==> src/rtl/isa_pkg.sv <==
// Shared ISA definitions for the instruction decode controller:
// op/ext codes, FSM encoding, field positions and the decoded-field bundle.
package isa_pkg;
  localparam logic [3:0] ALU_AND  = 4'b0001;
  localparam logic [3:0] ALU_OR   = 4'b0010;
  localparam logic [3:0] ALU_XOR  = 4'b0011;
  localparam logic [3:0] ALU_ADD  = 4'b0101;
  localparam logic [3:0] ALU_SUB  = 4'b1001;
  localparam logic [3:0] ALU_CMP  = 4'b1011;
  localparam logic [3:0] ALU_MOV  = 4'b1101;
  localparam logic [3:0] OP_RTYPE = 4'b0000;
  localparam logic [3:0] OP_LDX   = 4'b0100;

  localparam logic [1:0] S_IDLE   = 2'd0;
  localparam logic [1:0] S_DECODE = 2'd1;
  localparam logic [1:0] S_EXEC   = 2'd2;
  localparam logic [1:0] S_WB     = 2'd3;

  localparam int OP_LSB  = 12;
  localparam int RD_LSB  = 8;
  localparam int EXT_LSB = 4;
  localparam int RS_LSB  = 0;

  typedef struct packed {
    logic [3:0]  alu_op;
    logic        use_imm;
    logic [15:0] imm16;
    logic        wsel;
    logic        no_write;
    logic        illegal;
  } dec_t;

  function automatic logic is_alu(input logic [3:0] c);
    return c == ALU_AND || c == ALU_OR  || c == ALU_XOR || c == ALU_ADD ||
           c == ALU_SUB || c == ALU_CMP || c == ALU_MOV;
  endfunction

  // Arithmetic ops take a signed immediate; logical ops and MOV take it raw.
  function automatic logic is_signed_op(input logic [3:0] c);
    return c == ALU_ADD || c == ALU_SUB || c == ALU_CMP;
  endfunction
endpackage

==> src/rtl/instr_decode_ctrl_if.sv <==
// Instruction handshake plus datapath control bundle of the decode controller.
interface instr_decode_ctrl_if #(parameter int RET_W = 16);
  logic [15:0]      instr;
  logic             instr_valid;
  logic             instr_ready;
  logic [3:0]       opcode;
  logic [3:0]       rdest;
  logic [3:0]       rsrc;
  logic [15:0]      regEnable;
  logic             regFileWriteEnable;
  logic [15:0]      immediate;
  logic             useImmediate;
  logic             illegal;
  logic [RET_W-1:0] retired;

  // master: instruction source / datapath side; slave: the controller
  modport master (
    output instr, instr_valid,
    input  instr_ready, opcode, rdest, rsrc, regEnable, regFileWriteEnable,
           immediate, useImmediate, illegal, retired
  );
  modport slave (
    input  instr, instr_valid,
    output instr_ready, opcode, rdest, rsrc, regEnable, regFileWriteEnable,
           immediate, useImmediate, illegal, retired
  );
endinterface

==> src/rtl/instr_decoder.sv <==
// Pure combinational instruction decoder: instr word -> decoded control bundle.
module instr_decoder
  import isa_pkg::*;
(
  input  logic [15:0] instr,
  output dec_t        dec
);
  logic [3:0] op, ext;
  logic [7:0] imm8;

  assign op   = instr[OP_LSB +: 4];
  assign ext  = instr[EXT_LSB +: 4];
  assign imm8 = instr[7:0];

  always_comb begin
    dec = '0;
    if (op == OP_RTYPE) begin
      if (is_alu(ext)) begin
        dec.alu_op   = ext;
        dec.no_write = (ext == ALU_CMP);
      end else begin
        dec.illegal = 1'b1;
      end
    end else if (op == OP_LDX && ext == 4'b0000) begin
      dec.wsel = 1'b1;
    end else if (is_alu(op)) begin
      dec.alu_op   = op;
      dec.use_imm  = 1'b1;
      dec.imm16    = is_signed_op(op) ? {{8{imm8[7]}}, imm8} : {8'h00, imm8};
      dec.no_write = (op == ALU_CMP);
    end else begin
      dec.illegal = 1'b1;
    end
  end
endmodule

==> src/rtl/instr_decode_ctrl.sv <==
// Multi-cycle decode controller: IDLE -> DECODE -> EXEC -> WB, driving the
// register-file/ALU datapath controls and counting retired instructions.
module instr_decode_ctrl
  import isa_pkg::*;
#(
  parameter int RET_W = 16
) (
  input  logic                clk,
  input  logic                reset,
  instr_decode_ctrl_if.slave  bus
);
  logic [1:0]       st;
  logic [15:0]      ir;
  dec_t             dec;
  logic [3:0]       opcode_q, rdest_q, rsrc_q;
  logic [15:0]      imm_q;
  logic             useimm_q, wsel_q, nowr_q;
  logic [RET_W-1:0] ret_q;

  instr_decoder u_dec (.instr(ir), .dec(dec));

  always_ff @(posedge clk or negedge reset) begin
    if (!reset) begin
      st       <= S_IDLE;
      ir       <= '0;
      opcode_q <= '0;
      rdest_q  <= '0;
      rsrc_q   <= '0;
      imm_q    <= '0;
      useimm_q <= 1'b0;
      wsel_q   <= 1'b0;
      nowr_q   <= 1'b0;
      ret_q    <= '0;
    end else begin
      case (st)
        S_IDLE: if (bus.instr_valid) begin
          ir <= bus.instr;
          st <= S_DECODE;
        end
        S_DECODE: begin
          // Illegal words leave the visible fields untouched and bail out.
          if (dec.illegal) begin
            st <= S_IDLE;
          end else begin
            opcode_q <= dec.alu_op;
            rdest_q  <= ir[RD_LSB +: 4];
            rsrc_q   <= ir[RS_LSB +: 4];
            imm_q    <= dec.imm16;
            useimm_q <= dec.use_imm;
            wsel_q   <= dec.wsel;
            nowr_q   <= dec.no_write;
            st       <= S_EXEC;
          end
        end
        S_EXEC: st <= S_WB;
        default: begin
          ret_q <= ret_q + 1'b1;
          st    <= S_IDLE;
        end
      endcase
    end
  end

  assign bus.instr_ready        = (st == S_IDLE);
  assign bus.illegal            = (st == S_DECODE) && dec.illegal;
  assign bus.opcode             = opcode_q;
  assign bus.rdest              = rdest_q;
  assign bus.rsrc               = rsrc_q;
  assign bus.immediate          = imm_q;
  assign bus.useImmediate       = useimm_q;
  assign bus.regFileWriteEnable = wsel_q && (st == S_EXEC || st == S_WB);
  // CMP only updates flags, so it never strobes a register.
  assign bus.regEnable          = (st == S_WB && !nowr_q) ? (16'd1 << rdest_q) : 16'd0;
  assign bus.retired            = ret_q;
endmodule
==> src/flat_wrapper.sv <==
// flat-port wrapper written by rule: the top's interface ports become plain ports
module instr_decode_ctrl_flat import isa_pkg::*;
#(
  parameter int RET_W = 16
)
  (clk, reset, bus_instr, bus_instr_valid, bus_instr_ready, bus_opcode, bus_rdest, bus_rsrc, bus_regEnable, bus_regFileWriteEnable, bus_immediate, bus_useImmediate, bus_illegal, bus_retired);
  instr_decode_ctrl_if #(.RET_W(RET_W)) bus_i ();
  input  logic clk;
  input  logic reset;
  input wire logic [$bits(bus_i.instr)-1:0] bus_instr;
  input wire logic [$bits(bus_i.instr_valid)-1:0] bus_instr_valid;
  output wire logic [$bits(bus_i.instr_ready)-1:0] bus_instr_ready;
  output wire logic [$bits(bus_i.opcode)-1:0] bus_opcode;
  output wire logic [$bits(bus_i.rdest)-1:0] bus_rdest;
  output wire logic [$bits(bus_i.rsrc)-1:0] bus_rsrc;
  output wire logic [$bits(bus_i.regEnable)-1:0] bus_regEnable;
  output wire logic [$bits(bus_i.regFileWriteEnable)-1:0] bus_regFileWriteEnable;
  output wire logic [$bits(bus_i.immediate)-1:0] bus_immediate;
  output wire logic [$bits(bus_i.useImmediate)-1:0] bus_useImmediate;
  output wire logic [$bits(bus_i.illegal)-1:0] bus_illegal;
  output wire logic [$bits(bus_i.retired)-1:0] bus_retired;
  assign bus_i.instr = bus_instr;
  assign bus_i.instr_valid = bus_instr_valid;
  assign bus_instr_ready = bus_i.instr_ready;
  assign bus_opcode = bus_i.opcode;
  assign bus_rdest = bus_i.rdest;
  assign bus_rsrc = bus_i.rsrc;
  assign bus_regEnable = bus_i.regEnable;
  assign bus_regFileWriteEnable = bus_i.regFileWriteEnable;
  assign bus_immediate = bus_i.immediate;
  assign bus_useImmediate = bus_i.useImmediate;
  assign bus_illegal = bus_i.illegal;
  assign bus_retired = bus_i.retired;
  instr_decode_ctrl #(.RET_W(RET_W)) u_core (.clk(clk), .reset(reset), .bus(bus_i));
endmodule
==> config.mk <==
export PLATFORM = sky130hd
export DESIGN_NAME = instr_decode_ctrl_flat
export DESIGN_NICKNAME = d
export VERILOG_FILES = /design/src/rtl/isa_pkg.sv /design/src/rtl/instr_decode_ctrl_if.sv /design/src/rtl/instr_decoder.sv /design/src/rtl/instr_decode_ctrl.sv /design/src/flat_wrapper.sv
export SDC_FILE = /design/constraint.sdc
export NUM_CORES = 1
export LEC_CHECK = 0
export CAP_MARGIN = 20
export CORE_MARGIN = 10
export CORE_UTILIZATION = 49
export CTS_CLUSTER_DIAMETER = 40
export DETAILED_ROUTE_END_ITERATION = 10
export PLACE_DENSITY_LB_ADDON = 0.08
export RECOVER_POWER = 50
export SYNTH_ARGS = -nofsm -noshare
export SYNTH_HDL_FRONTEND = slang
export SYNTH_SLANG_ARGS = --single-unit
export TNS_END_PERCENT = 30
==> constraint.sdc <==
create_clock -name clk -period 4 [get_ports clk]
set_clock_uncertainty 0.15 [all_clocks]
set_input_delay 0.8 -clock clk [delete_from_list [all_inputs] [get_ports clk]]
set_output_delay 0.8 -clock clk [all_outputs]
set_load 0.02 [all_outputs]
==> summary.txt <==
Status
  – Outcome: finished, violations left
  – Failing checks: max-capacitance violations, max-slew violations

GRT
  – Total gr overflow: 0
  – Vias in the first global route: 2095
  – First-pass GRT wire length: 10380 um
  – Initial antenna violation count: 0
  – Largest net degree at the start of global routing: 46
  – Total track usage: 0.1503

Synth
  – Synth top area share: 0.5615
  – Yosys reg bits: between 50 and 60
  – Ys flop type: dfrtp_1
  – Mean area per synthesized cell: 11.91 um2
  – Gate Count Post-Synth: 217
  – Post-synth EDFFs: 0
  – Synth area leader: dfrtp_1
  – Leading post-synthesis cells by cell area: dfrtp_1, mux2_2, xnor2_1, nor2_1, a22o_1
  – Post-synthesis sequential area ratio: 0.5615
  – Post-synthesis async set-or-reset flop share: 1.000
  – Syn nets: 237
  – Cell variety after synth: 37
  – Syn Std Cell Area: 2585 um2
  – Synth warn: 0

Worst setup path
  – Worst setup EP type: output pin
  – RR Startpoint: u_core.ir[15]$_DFFE_PN0P_
  – Crit-path max FO: 8
  – WP data required: 3050 ps
  – R2R setup slack: 1440 ps
  – FF-to-FF path depth: 4
  – Crit Path Class: flip-flop to output pin
  – Reg-to-Reg End: u_core.bus.rdest[2]$_DFFE_PN0P_
  – CP startpoint kind: flip-flop
  – Arrival @ worst endpoint: 2350 ps
  – Critical path endpoint: bus_illegal
  – Worst setup startpoint: u_core.ir[15]$_DFFE_PN0P_

Routing
  – DRC Markers: 0
  – Total number of vias: 1963
  – Avg WL per Cell: 16.75 um
  – DRT iter0 DRCs: 73
  – DR vias/cell: 5.263
  – Drt pass-1 iters: 4
  – Final ANT Viol Nets: 0
  – Total wire length: 6249 um

Layout
  – Share of cells above drive strength 1: 0.1254
  – Nets: between 300 and 400
  – Area of the multi-input gates: 987.2 um2
  – N_diodes: 0
  – Area Growth Syn to Fin: 36.98%
  – Storage cell area: 1451 um2
  – Fillers: ~430

Clock network
  – Setup Fix Bufs, Post-CTS: 0
  – Clock latency on the worst-skew pair: 330 ps
  – Clock sinks: 58
  – Clock-pin slew on the worst setup and hold paths: approximately 70 ps
  – CTS tree: yes
  – CTS Hold Bufs: 0
  – Gates resized, CTS repair: 0
  – CTS buffer count: 9
  – CTS root buffer: clkbuf_8
  – H-tree depth: 3
  – Max Root-Sink Buffers: 2

Timing
  – Unrepaired setup endpoints after global routing: no
  – Period utilization: 0.8254
  – Slew margin rel.: -0.5343
  – Final hold slack: around 330 ps
  – Hold violation count in the final report: 0
  – Max Slew Vio Count: between 40 and 50
  – TNS Setup: 0 ps
  – Period minus WS final: 3302 ps
  – Tightest Pin Transition: around 2300 ps
  – Achievable Freq: 302.9 MHz
  – Setup Viol. Count Final: 0

Place
  – DP HPWL: between 4000 and 5000 um
  – Port-buffer cells: 82
  – Routability congestion estimate: 0.8018

Floorplan
  – Core area: just over 5000 um2
  – Die height: 92.63 um
  – Initial Utilization: 0.5061
  – I/O pins: 83
  – Die area: roughly 8600 um2
  – Die W: 92.63 um
  – Row cnt: 26

Min path
  – Worst hold path class: primary input to async pin

Power
  – Peak supply drop: ~0.47 mV
  – Final Power: 0.002658 W
  – Pwr Density: 750.6 nW/um2
  – Pleak: 1.486 nW

Run
  – MaxCap Viol Count: 1
-- critical path, cell delays in order, from the launching register on --
cell and delay, ps:
dfrtp_1 450, or4_1 540, nand4b_1 290, nand3_1 150
nor2_1 50, clkdlybuf4s50_1 540
-- where the power goes --
part           leakage [nW]  total (W)  internal, W  switching [W]
Combinational         0.663    0.00114     0.000571       0.000566
Sequential            0.731    0.00105     0.000815       0.000231
Clock                0.0920   0.000475     0.000252       0.000223
Total                  1.49    0.00266      0.00164        0.00102
-- sequential cells by signal, indices dropped and copies added (netlist names) --
signal	cells
u_core.bus.retired	16
u_core.ir	16
u_core.bus.immediate	9
u_core.bus.opcode	4
u_core.bus.rdest	4
u_core.bus.rsrc	4
u_core.st	2
u_core.bus.useImmediate	1
u_core.nowr_q	1
u_core.wsel_q	1
-- kinds of logic after synthesis --
family | synth area share
AO/OA/AOI/OAI | 0.09439
XOR/XNOR | 0.05082
adder cells (fa/ha/maj) | 0.004839
buffers and inverters | 0.04356
flip-flops | 0.5615
multiplexers | 0.1046
AND/OR/NAND/NOR | 0.1404
-- cells in the final DEF, fill, tap and decap left out, types with 2 or more instances in the layout --
cell	n
a22o_1	9
nand3_1	14
a21o_1	2
nand4_1	3
clkinv_2	3
nor3_1	6
mux2_2	24
and3_1	2
dfrtp_1	58
xor2_1	2
dlygate4sd3_1	10
nand2b_1	5
clkbuf_1	3
clkbuf_8	11
nand2_1	8
xnor2_1	13
a22oi_1	3
o21ai_0	8
clkdlybuf4s50_1	71
inv_1	7
nor2_1	23
-- synth_stat cells, types with 3 or more instances --
library cell and count:
a22o_1 9, a22oi_1 3, buf_4 7, dfrtp_1 58, inv_1 7, mux2_2 24, nand2_1 8, nand2b_1 5
nand3_1 14, nand4_1 3, nor2_1 23, nor3_1 6, o21ai_0 8, xnor2_1 13
-- worst min path at each step --
stage	depth (start not counted)	to
finish	1	u_core.ir[9]$_DFFE_PN0P_
global route	1	u_core.bus.retired[15]$_DFFE_PN0N_
CTS	1	u_core.bus.opcode[1]$_DFFE_PN0P_
detailed placement	1	u_core.bus.retired[15]$_DFFE_PN0N_
global placement	1	u_core.bus.useImmediate$_DFFE_PN0P_
floorplan	1	u_core.wsel_q$_DFFE_PN0P_
-- stage by stage --
stage	cells	area [um2]	utilization	setup WS, ps
floorplan	217	2585	-	1607
global placement	358	3410	0.6676	1103
detailed placement	358	3410	0.6676	1077
CTS	373	3580	0.7009	707.2
global route	373	3541	0.6933	231.7
finish	373	3541	0.6933	698.2
-- metal layers --
metal	track usage	vias to the layer above	wire length [um]
li1	-	925	-
met2	0.2294	69	2853
met1	0.1847	958	2853
met5	0	-	0
met4	0.05013	0	91
met3	0.06860	11	450
-- cell type report --
class,instances,share of cell area
repair buffers,83,0.2311
flip-flops and latches,58,0.4099
well taps,70,0.02473
clock inverters,3,0.004240
clock buffers,12,0.04382
multi-input cells,140,0.2788
inverters,7,0.007420
Power figures use the tool's default switching activity.
